--- src/rtl/cc_pkg.sv ---
// Shared widths and request/line typedefs for the cache tag-lookup stage.
package cc_pkg;
  localparam int TAG_W  = 18;
  localparam int IDX_W  = 8;
  localparam int OFF_W  = 6;
  localparam int LINE_W = TAG_W + IDX_W;

  typedef logic [LINE_W-1:0] line_addr_t;

  typedef struct packed {
    logic [TAG_W-1:0] tag;
    logic [IDX_W-1:0] index;
    logic [OFF_W-1:0] offset;
  } req_t;

  function automatic line_addr_t line_of(input req_t r);
    return {r.tag, r.index};
  endfunction
endpackage

--- src/rtl/cc_valid_array.sv ---
// Per-set valid flops: set-only write port, asynchronous read at one index.
module cc_valid_array
  import cc_pkg::*;
(
  input  logic             clk,
  input  logic             rst,
  input  logic             i_set_en,
  input  logic [IDX_W-1:0] i_set_idx,
  input  logic [IDX_W-1:0] i_rd_idx,
  output logic             o_rd_vld
);
  localparam int DEPTH = 2 ** IDX_W;

  logic [DEPTH-1:0] r_vld;

  always_ff @(posedge clk or posedge rst) begin
    if (rst) begin
      r_vld <= '0;
    end else if (i_set_en) begin
      r_vld[i_set_idx] <= 1'b1;
    end
  end

  assign o_rd_vld = r_vld[i_rd_idx];
endmodule

--- src/rtl/cc_tag_lookup.sv ---
// Direct-mapped tag lookup: SRAM read, compare with fill forwarding, hit/miss FIFO pushes.
// Optional CC_LOOKUP_STATS_EN adds saturating hit_cnt_o / miss_cnt_o counters.
module cc_tag_lookup
  import cc_pkg::*;
(
  input  logic             clk,
  input  logic             rst,
  input  logic             hs_pulse_i,
  input  logic [TAG_W-1:0] tag_i,
  input  logic [IDX_W-1:0] index_i,
  input  logic [OFF_W-1:0] offset_i,
  output logic             tag_sram_en_o,
  output logic             tag_sram_we_o,
  output logic [IDX_W-1:0] tag_sram_addr_o,
  output logic [TAG_W-1:0] tag_sram_wdata_o,
  input  logic [TAG_W-1:0] tag_sram_rdata_i,
  input  logic             fill_valid_i,
  input  logic [IDX_W-1:0] fill_index_i,
  input  logic [TAG_W-1:0] fill_tag_i,
  output logic             hit_flag_fifo_wren_o,
  output logic             hit_flag_fifo_wdata_o,
  output logic             miss_addr_fifo_wren_o,
  output logic [31:0]      miss_addr_fifo_wdata_o,
  output logic             miss_req_fifo_wren_o,
  output logic [31:0]      miss_req_fifo_wdata_o
`ifdef CC_LOOKUP_STATS_EN
  ,
  output logic [31:0]      hit_cnt_o,
  output logic [31:0]      miss_cnt_o
`endif
);
  logic             r_s1_vld;
  req_t             r_s1_req;
  logic             r_buf_vld;
  logic [IDX_W-1:0] r_buf_idx;
  logic [TAG_W-1:0] r_buf_tag;
  logic             r_mp_vld;
  line_addr_t       r_mp_line;

  logic             w_buf_load;
  logic             w_rd_vld;
  logic             w_cmp_vld;
  logic [TAG_W-1:0] w_cmp_tag;
  logic             w_hit;
  logic             w_miss;
  logic             w_primary;
  line_addr_t       w_s1_line;

  cc_valid_array u_valid (
    .clk      (clk),
    .rst      (rst),
    .i_set_en (fill_valid_i),
    .i_set_idx(fill_index_i),
    .i_rd_idx (r_s1_req.index),
    .o_rd_vld (w_rd_vld)
  );

  // Port priority: request read, then parked fill, then a direct fill write.
  always_comb begin
    tag_sram_en_o    = 1'b0;
    tag_sram_we_o    = 1'b0;
    tag_sram_addr_o  = '0;
    tag_sram_wdata_o = '0;
    w_buf_load       = 1'b0;
    if (hs_pulse_i) begin
      tag_sram_en_o   = 1'b1;
      tag_sram_addr_o = index_i;
      w_buf_load      = fill_valid_i;
    end else if (r_buf_vld) begin
      tag_sram_en_o    = 1'b1;
      tag_sram_we_o    = 1'b1;
      tag_sram_addr_o  = r_buf_idx;
      tag_sram_wdata_o = r_buf_tag;
      w_buf_load       = fill_valid_i;
    end else if (fill_valid_i) begin
      tag_sram_en_o    = 1'b1;
      tag_sram_we_o    = 1'b1;
      tag_sram_addr_o  = fill_index_i;
      tag_sram_wdata_o = fill_tag_i;
    end
  end

  always_ff @(posedge clk or posedge rst) begin
    if (rst) begin
      r_s1_vld  <= 1'b0;
      r_s1_req  <= '0;
      r_buf_vld <= 1'b0;
      r_buf_idx <= '0;
      r_buf_tag <= '0;
    end else begin
      r_s1_vld <= hs_pulse_i;
      if (hs_pulse_i) begin
        r_s1_req <= '{tag: tag_i, index: index_i, offset: offset_i};
      end
      if (w_buf_load) begin
        r_buf_vld <= 1'b1;
        r_buf_idx <= fill_index_i;
        r_buf_tag <= fill_tag_i;
      end else if (!hs_pulse_i) begin
        r_buf_vld <= 1'b0;
      end
    end
  end

  // Same-cycle fill is newer than the parked one, so it takes precedence.
  always_comb begin
    w_cmp_tag = tag_sram_rdata_i;
    w_cmp_vld = w_rd_vld;
    if (r_buf_vld && (r_buf_idx == r_s1_req.index)) begin
      w_cmp_tag = r_buf_tag;
    end
    if (fill_valid_i && (fill_index_i == r_s1_req.index)) begin
      w_cmp_tag = fill_tag_i;
      w_cmp_vld = 1'b1;
    end
  end

  assign w_s1_line = line_of(r_s1_req);
  assign w_hit     = w_cmp_vld && (w_cmp_tag == r_s1_req.tag);
  assign w_miss    = r_s1_vld && !w_hit;
  assign w_primary = w_miss && !(r_mp_vld && (r_mp_line == w_s1_line));

  assign hit_flag_fifo_wren_o   = r_s1_vld;
  assign hit_flag_fifo_wdata_o  = r_s1_vld && w_hit;
  assign miss_addr_fifo_wren_o  = w_miss;
  assign miss_addr_fifo_wdata_o = w_miss ? 32'(r_s1_req) : 32'd0;
  assign miss_req_fifo_wren_o   = w_primary;
  assign miss_req_fifo_wdata_o  = w_primary ? {w_s1_line, {OFF_W{1'b0}}} : 32'd0;

  always_ff @(posedge clk or posedge rst) begin
    if (rst) begin
      r_mp_vld  <= 1'b0;
      r_mp_line <= '0;
    end else if (w_primary) begin
      r_mp_vld  <= 1'b1;
      r_mp_line <= w_s1_line;
    end else if (fill_valid_i && r_mp_vld && (fill_index_i == r_mp_line[IDX_W-1:0])) begin
      r_mp_vld <= 1'b0;
    end
  end

`ifdef CC_LOOKUP_STATS_EN
  always_ff @(posedge clk or posedge rst) begin
    if (rst) begin
      hit_cnt_o  <= '0;
      miss_cnt_o <= '0;
    end else if (r_s1_vld) begin
      if (w_hit && (hit_cnt_o != 32'hFFFF_FFFF)) begin
        hit_cnt_o <= hit_cnt_o + 32'd1;
      end
      if (!w_hit && (miss_cnt_o != 32'hFFFF_FFFF)) begin
        miss_cnt_o <= miss_cnt_o + 32'd1;
      end
    end
  end
`endif

  // The miss handler spaces fills so a parked fill never meets a new fill plus a read.
  a_fill_collision: assert property (@(posedge clk) disable iff (rst)
    !(r_buf_vld && fill_valid_i && hs_pulse_i));
endmodule
--- config.mk ---
export PLATFORM = sky130hd
export DESIGN_NAME = cc_tag_lookup
export DESIGN_NICKNAME = d
export VERILOG_FILES = /design/src/rtl/cc_pkg.sv /design/src/rtl/cc_valid_array.sv /design/src/rtl/cc_tag_lookup.sv
export SDC_FILE = /design/constraint.sdc
export NUM_CORES = 1
export LEC_CHECK = 0
export CAP_MARGIN = 20
export CORE_ASPECT_RATIO = 1.2
export CORE_UTILIZATION = 55
export DETAILED_ROUTE_END_ITERATION = 16
export PLACE_DENSITY = 0.87
export SLEW_MARGIN = 10
export SYNTH_ARGS = -nofsm -noshare
export SYNTH_HDL_FRONTEND = slang
export SYNTH_HIERARCHICAL = 1
export SYNTH_SLANG_ARGS = --single-unit
--- constraint.sdc ---
create_clock -name clk -period 15.07 [get_ports clk]
set_input_delay 3.7675 -clock clk [delete_from_list [all_inputs] [get_ports clk]]
set_output_delay 3.7675 -clock clk [all_outputs]
set_load 0.1 [all_outputs]
Word-level counts from Yosys, hierarchy flattened

Cells that the tools add are included.

Latch bits: 0
Memory bits (read-only): 0
Input bits: 80
Register bits after elaboration: 343
Memories kept: 0
RAM bits: 0
Output and inout bits: 96

Eq/ne operators: 6
Add/sub/neg operators: 0
Shifts and indexed selects: 0
Magnitude comparators: 3
Reductions and logical operators: 13
$mul: 0
Bitwise logic cells: 1
Div/mod/pow operators: 0
Mux-type cells: 25

Operator list:

| kind                                                                                 | number |
|---|---|
| 256-bit OR                                                                           | 1 |
| 18-bit two-way mux                                                                   | 5 |
| 32-bit two-way mux                                                                   | 2 |
| 26-bit == test                                                                       | 1 |
| 8-bit == test                                                                        | 3 |
| 8-bit two-way mux                                                                    | 3 |
| 18-bit == test                                                                       | 1 |
| 8-bit by 9-bit less-than comparator with 1-bit output (second input constant)        | 2 |
| 1-bit two-way mux                                                                    | 13 |
| 1-bit logical AND                                                                    | 10 |
| 1-bit binary-select mux with 8-bit select                                            | 1 |
| 1-bit demux with 8-bit select                                                        | 1 |
| 8-bit by 1-bit greater-or-equal comparator with 1-bit output (second input constant) | 1 |
| 1-bit logical NOT                                                                    | 2 |
| 2-bit by 1-bit != test with 1-bit output (second input constant)                     | 1 |
| 2-bit nonzero test                                                                   | 1 |

Longest topological paths before layout

Depth after elaboration: 10
Gate-level depth with buffers: 21

Cells and area by module

The synthesis kept the hierarchy.

By module, submodules not included:

| module         | times used | area each (um^2) | cells an instance | sequential area each (um^2) |
|---|---|---|---|---|
| cc_valid_array | 1          | 11091.9          | 859               | 6406.1 |
| cc_tag_lookup  | 1          | 5632.9           | 574               | 2177.1 |

Worst setup path before layout

Ideal clock, no wire load.

Path type: input port to output port
From: in fill_valid_i
To: out miss_req_fifo_wdata_o[10]
Slack: 4.603 ns
Required time: 11.303 ns
Stages: 13
Arrival time: 6.700 ns
Cells stage by stage: clkbuf_1 -> nand2_1 -> or3_1 -> clkbuf_1 -> clkbuf_1 -> nor2_1 -> a21oi_1 -> xnor2_1 -> and4_1 -> nand4_2 -> clkbuf_1 -> clkbuf_1 -> and3_1

Word-level cells in the longest chain between the ends: 8

Ends and longest elaborated chain:

| element              | line                 | source |
|---|---|---|
| start: declaration   | cc_tag_lookup.sv:17  | `input logic fill_valid_i,` |
| 1-bit logical AND *  | cc_tag_lookup.sv:112 | `if (fill_valid_i && (fill_index_i == r_s1_req.index)) begin` |
| 18-bit two-way mux   | cc_tag_lookup.sv:112 |  |
| 18-bit == test       | cc_tag_lookup.sv:119 | `assign w_hit = w_cmp_vld && (w_cmp_tag == r_s1_req.tag);` |
| 1-bit logical AND *  | cc_tag_lookup.sv:119 |  |
| 1-bit logical NOT *  | cc_tag_lookup.sv:120 | `assign w_miss = r_s1_vld && !w_hit;` |
| 1-bit logical AND *  | cc_tag_lookup.sv:120 |  |
| 1-bit logical AND *  | cc_tag_lookup.sv:121 | `assign w_primary = w_miss && !(r_mp_vld && (r_mp_line == w_s1_line));` |
| 32-bit two-way mux * | cc_tag_lookup.sv:128 | `assign miss_req_fifo_wdata_o = w_primary ? {w_s1_line, {OFF_W{1'b0}}} : 32'd0;` |
| end: declaration     | cc_tag_lookup.sv:25  | `output logic [31:0] miss_req_fifo_wdata_o` |

Mark *: on every way between the ends. The rest lies on a longest branch, timed or not.

Worst setup path after layout

From: in fill_index_i[3]
To: out miss_req_fifo_wren_o

Word-level cells in the longest chain between the ends: 8

Ends and longest elaborated chain:

| element             | line                 | source |
|---|---|---|
| start: declaration  | cc_tag_lookup.sv:18  | `input logic [IDX_W-1:0] fill_index_i,` |
| 8-bit == test *     | cc_tag_lookup.sv:112 |  |
| 1-bit logical AND * | cc_tag_lookup.sv:112 |  |
| 18-bit two-way mux  | cc_tag_lookup.sv:112 |  |
| 18-bit == test      | cc_tag_lookup.sv:119 |  |
| 1-bit logical AND * | cc_tag_lookup.sv:119 |  |
| 1-bit logical NOT * | cc_tag_lookup.sv:120 |  |
| 1-bit logical AND * | cc_tag_lookup.sv:120 |  |
| 1-bit logical AND * | cc_tag_lookup.sv:121 |  |
| end: declaration    | cc_tag_lookup.sv:24  | `output logic miss_req_fifo_wren_o,` |

Marks and branches as above.

==> results <==
- The final weighted congestion of routability-driven global placement is 0.9177.
- Of the total power, the share spent switching nets is between 30 and 40%.
- On the final layout, the worst clock skew is 0.01887 ns.
- The static leakage power is between 9 and 10 nW.
- The worst min-delay path category is reg2reg.
- The cell-internal power is around 1.7 mW.
- For this run, the detailed router's first-pass iteration total came to 6.
- The cts-stage hold buffer count is 0.
- The number of CTS-inserted buffers is 31.
- The initial utilization of the core area, before any placement, comes to around 56%.
- The mean instance size in the synthesized netlist is 11.67 sq um.
- The most numerous cell type found on the critical path is sky130_fd_sc_hd__clkdlybuf4s50_1.
- The core footprint is 29780 sq um.
- Setup repair after global routing left no endpoint under its margin.
- The top-level port count is around 180.
- At the pin with the least slew margin, the transition time is roughly 1.2 ns.
- Entering global routing, the biggest net connects roughly 120 pins.
- The final worst-path cycle share is 84.10%.
- In this run, the number of DRC markers left after iteration 0 of detailed routing was between 1000 and 1500.
- The antenna violation net count after detailed routing is 0.
- The total of max-cap violations is 0.
- The clock transition time at the flip-flop clock pins of the worst setup and hold paths is around 0.06 ns.
- The distinct cell type count after synthesis is 65.
- The clock network latency to the later pin of the worst-skew pair is between 0.5 and 0.6 ns.
- The quantity of gates resized following cts is 0.
- The top fanout value on the critical path is 50.
- Timing would allow up to 78.90 MHz.
- The number of buffers between clock root and the deepest sink is 3.
- The post-DP HPWL is 29790 um.
- In the final timing run, aggregate negative setup slack is 0 ns.
- Power spread over the standard cell area amounts to 123.5 nW/um^2.
- The die outline height is approximately 190 um.
- The total wire length is approximately 45000 um.
- The synthesis-stage register bit count is roughly 340.
- The flow ran to the end, and the final reports show no timing, DRC or antenna violations.
- Data on the critical path is required at its endpoint by about 11 ns.
- The final period demand of the worst path is approximately 13 ns.
- The first global-routing pass estimated 70390 um of wire.
- The overall die width is ~160 um.
- Registers take about 8600 sq um.
- The antenna cell count is 0.
- The cell type of the slowest stage on the worst timing path is sky130_fd_sc_hd__clkdlybuf4s50_1.
- The area added between synthesis and finish is 17.13%.
- The fraction of registers with async set/reset is 100.0%.
- The cell area after placement is 18470 sq um.
- The register area share after synthesis is 51.32%.
- The clock sink count is 343.
- The endpoint arrival time on the critical path is approximately 8.9 ns.
- The clock network accounts for between 30% and 40% of the total power.
- Dividing the detail-routed wire length by the instance count gives 23.03 um.
- The Yosys step of the flow raised 6 warnings.
- The row count is 69.
- The number of fill cells in the layout is 2077.
- In this run, flip-flops and latches consume 45.1% of the power.
- The kind of end point of the critical path is an output pin.
- In this run the number of H-tree levels came out at 1.
- Clock tree synthesis selected as its root buffer the cell sky130_fd_sc_hd__clkbuf_16.
- The ratio of cells with drive above 1 in the final layout is 13.11%.
- The synthesized netlist cell count is between 1000 and 1500.
- Dividing the detail-routed via count by the number of cells gives about 6.4.
- The number of endpoints failing setup at the final stage is 0.
- The kind of critical path is in2out.
- The total count of max-transition violations in the final report is 0.
- The number of failing hold endpoints at the final stage is 0.
- The peak supply drop is between 0.1 and 0.15 mV.
- In the synthesized netlist the dominant register cell turns out to be sky130_fd_sc_hd__dfrtp_1.
- The maximum single-stage delay on the critical path is 1.24 ns.
- TritonCTS built the clock tree.
- The cell area after synthesis is 16720 sq um.
- The number of nets in the final layout is between 1500 and 2000.
- The combinational fraction of design power is 21.1%.
- STA classifies the critical path startpoint as an input port.
- The setup fix buffers added after clock tree synthesis is 0.
- The floorplan die area is between 30000 and 40000 sq um.
- The via count of the first global-routing pass is 12780.
- The worst pin sits at a relative slew slack of 21.71%.
- The synthesized design contains 0 enable-type register cells.
- The residual overflow from global routing is 0.
- The critical path goes through clkdlybuf4s50_1, xnor2_1, nand4_1, or3_1, or2_2, and3_1, o21ai_0, and4b_1, nand4_2, buf_16, and2_4, clkdlybuf4s50_1.
- The power dissipated by switching net loads is about 0.74 mW.
- Global routing consumed, over all layers together, between 20 and 30% of the routing resources.
- Once layout is done, the placed cells without fillers occupy roughly 20000 sq um.
- In the final layout, the multi-input gates occupy between 7000 and 8000 sq um.
- The number of antenna violations at the first check in global routing came to 0.
- Buffers placed on the I/O ports in this run total about 170.
- The via count is approximately 13000.
- The DRC violation count after routing is 0.
final timing paths:
| path | startpoint | slack [ns] | cells past startpoint | to |
|---|---|---|---|---|
| max | fill_index_i[3] | 2.40 | 12 | miss_req_fifo_wren_o |
| min | u_valid/r_vld[17]$_DFFE_PP0P_ | 0.45 | 1 | u_valid/r_vld[17]$_DFFE_PP0P_ |
| max in group asynchronous | rst | 9.00 | 4 | u_valid/r_vld[114]$_DFFE_PP0P_ |
| min reg2reg | u_valid/r_vld[17]$_DFFE_PP0P_ | 0.45 | 1 | u_valid/r_vld[17]$_DFFE_PP0P_ |
| max reg2reg | r_s1_req[7]$_DFFE_PP0P_ | 9.18 | 16 | r_mp_line[9]$_DFFE_PP0P_ |
| min in group asynchronous | rst | 3.66 | 2 | r_mp_line[4]$_DFFE_PP0P_ |
routing by layer:
layer | global-route usage, % | share of wire, % | wire length, um
met1 | 34.84 | 38 | 16990
met2 | 50.71 | 49 | 22340
met3 | 4.321 | 7.3 | 3287
met4 | 17.60 | 5.6 | 2533
met5 | 0 | 0 | 0
power by group through the flow:
| stage | combinational, mW | clock (mW) | sequential, mW |
|---|---|---|---|
| after global placement | 0.496 | 0 | 1.10 |
| after CTS | 0.509 | 0.828 | 1.09 |
| final | 0.512 | 0.817 | 1.09 |
| after floorplan | 0.406 | 0 | 1.06 |
| after detailed placement | 0.506 | 0 | 1.10 |
| after global routing | 0.540 | 0.862 | 1.10 |
kinds of logic after synthesis:
kind of cell    share of synthesized area, %
other cells                          0.02242
mux                                    14.42
compound gates                         16.50
buf+inv                                4.272
flops                                  51.32
simple gates                           10.11
xor+xnor                               3.352
layout by cell type (no fill, tap or decap), types with 10 or more instances in the layout:
master	netlist	routed
sky130_fd_sc_hd__xnor2_1	53	53
sky130_fd_sc_hd__dfrtp_1	343	341
sky130_fd_sc_hd__nor2_1	88	88
sky130_fd_sc_hd__nor2b_1	13	13
sky130_fd_sc_hd__o21ai_0	30	30
sky130_fd_sc_hd__o21bai_1	89	89
sky130_fd_sc_hd__buf_4	13	23
sky130_fd_sc_hd__o22ai_1	21	21
sky130_fd_sc_hd__clkdlybuf4s50_1	0	168
sky130_fd_sc_hd__mux2_4	19	19
sky130_fd_sc_hd__inv_1	14	12
sky130_fd_sc_hd__nor4_1	14	13
sky130_fd_sc_hd__a21oi_1	31	31
sky130_fd_sc_hd__a21o_1	168	168
sky130_fd_sc_hd__a211oi_1	12	12
sky130_fd_sc_hd__mux4_2	24	24
sky130_fd_sc_hd__and3_1	61	61
sky130_fd_sc_hd__mux2i_1	67	67
sky130_fd_sc_hd__mux4_1	10	10
sky130_fd_sc_hd__nand4_1	13	13
sky130_fd_sc_hd__clkbuf_16	0	31
sky130_fd_sc_hd__or2_2	10	10
sky130_fd_sc_hd__mux2_2	58	58
sky130_fd_sc_hd__xor2_1	11	11
sky130_fd_sc_hd__nand3_1	11	11
sky130_fd_sc_hd__nand2_1	66	66
critical path, delay by kind of cell:
family	cells	cell delay, ns
buf+inv	3	2.55
xor+xnor	1	0.19
compound gates	1	0.13
simple gates	7	2.23
layout make-up:
cell class                      count  share of cell area, %
Tap cell                          390                  2.491
Timing Repair Buffer              194                  9.670
Sequential cell                   343                  43.85
Inverter                           15                 0.3321
Multi-Input combinational cell    965                  38.29
Clock buffer                       42                  4.477
Clock inverter                     12                 0.8878
synthesized netlist by cell type, types with 30 or more instances:
cell type,count,area [sq um]
sky130_fd_sc_hd__clkbuf_1,71,266.5
sky130_fd_sc_hd__a21oi_1,31,155.2
sky130_fd_sc_hd__nor2_1,88,330.3
sky130_fd_sc_hd__o21ai_0,30,150.1
sky130_fd_sc_hd__dfrtp_1,343,8583
sky130_fd_sc_hd__mux2i_1,67,670.6
sky130_fd_sc_hd__xnor2_1,53,464.2
sky130_fd_sc_hd__nand2_1,66,247.7
sky130_fd_sc_hd__and3_1,61,381.6
sky130_fd_sc_hd__a21o_1,168,1261
sky130_fd_sc_hd__o21bai_1,89,668.1
sky130_fd_sc_hd__mux2_2,58,653.1
registers in the layout, summed over array words and instances, names as in the netlist:
signal                cells
hit_flag_fifo_wren_o      1
r_mp_line                26
u_valid/r_vld           256
r_buf_tag                18
r_buf_vld                 1
r_mp_vld                  1
r_buf_idx                 8
r_s1_req                 32
stage by stage:
step | utilization (%) | power, mW | setup WS [ns] | instances | hold slack (ns)
floorplan | - | 1.471 | 4.261 | 1438 | 0.4196
global placement | 62.00 | 1.592 | 2.105 | 1900 | 0.4295
detailed placement | 62.00 | 1.609 | 1.990 | 1900 | 0.4386
CTS | 65.53 | 2.425 | 1.989 | 1954 | 0.4533
global route | 65.77 | 2.500 | 2.191 | 1961 | 0.4596
finish | 65.77 | 2.420 | 2.396 | 1961 | 0.4502
(Power assumes the default switching activity.)
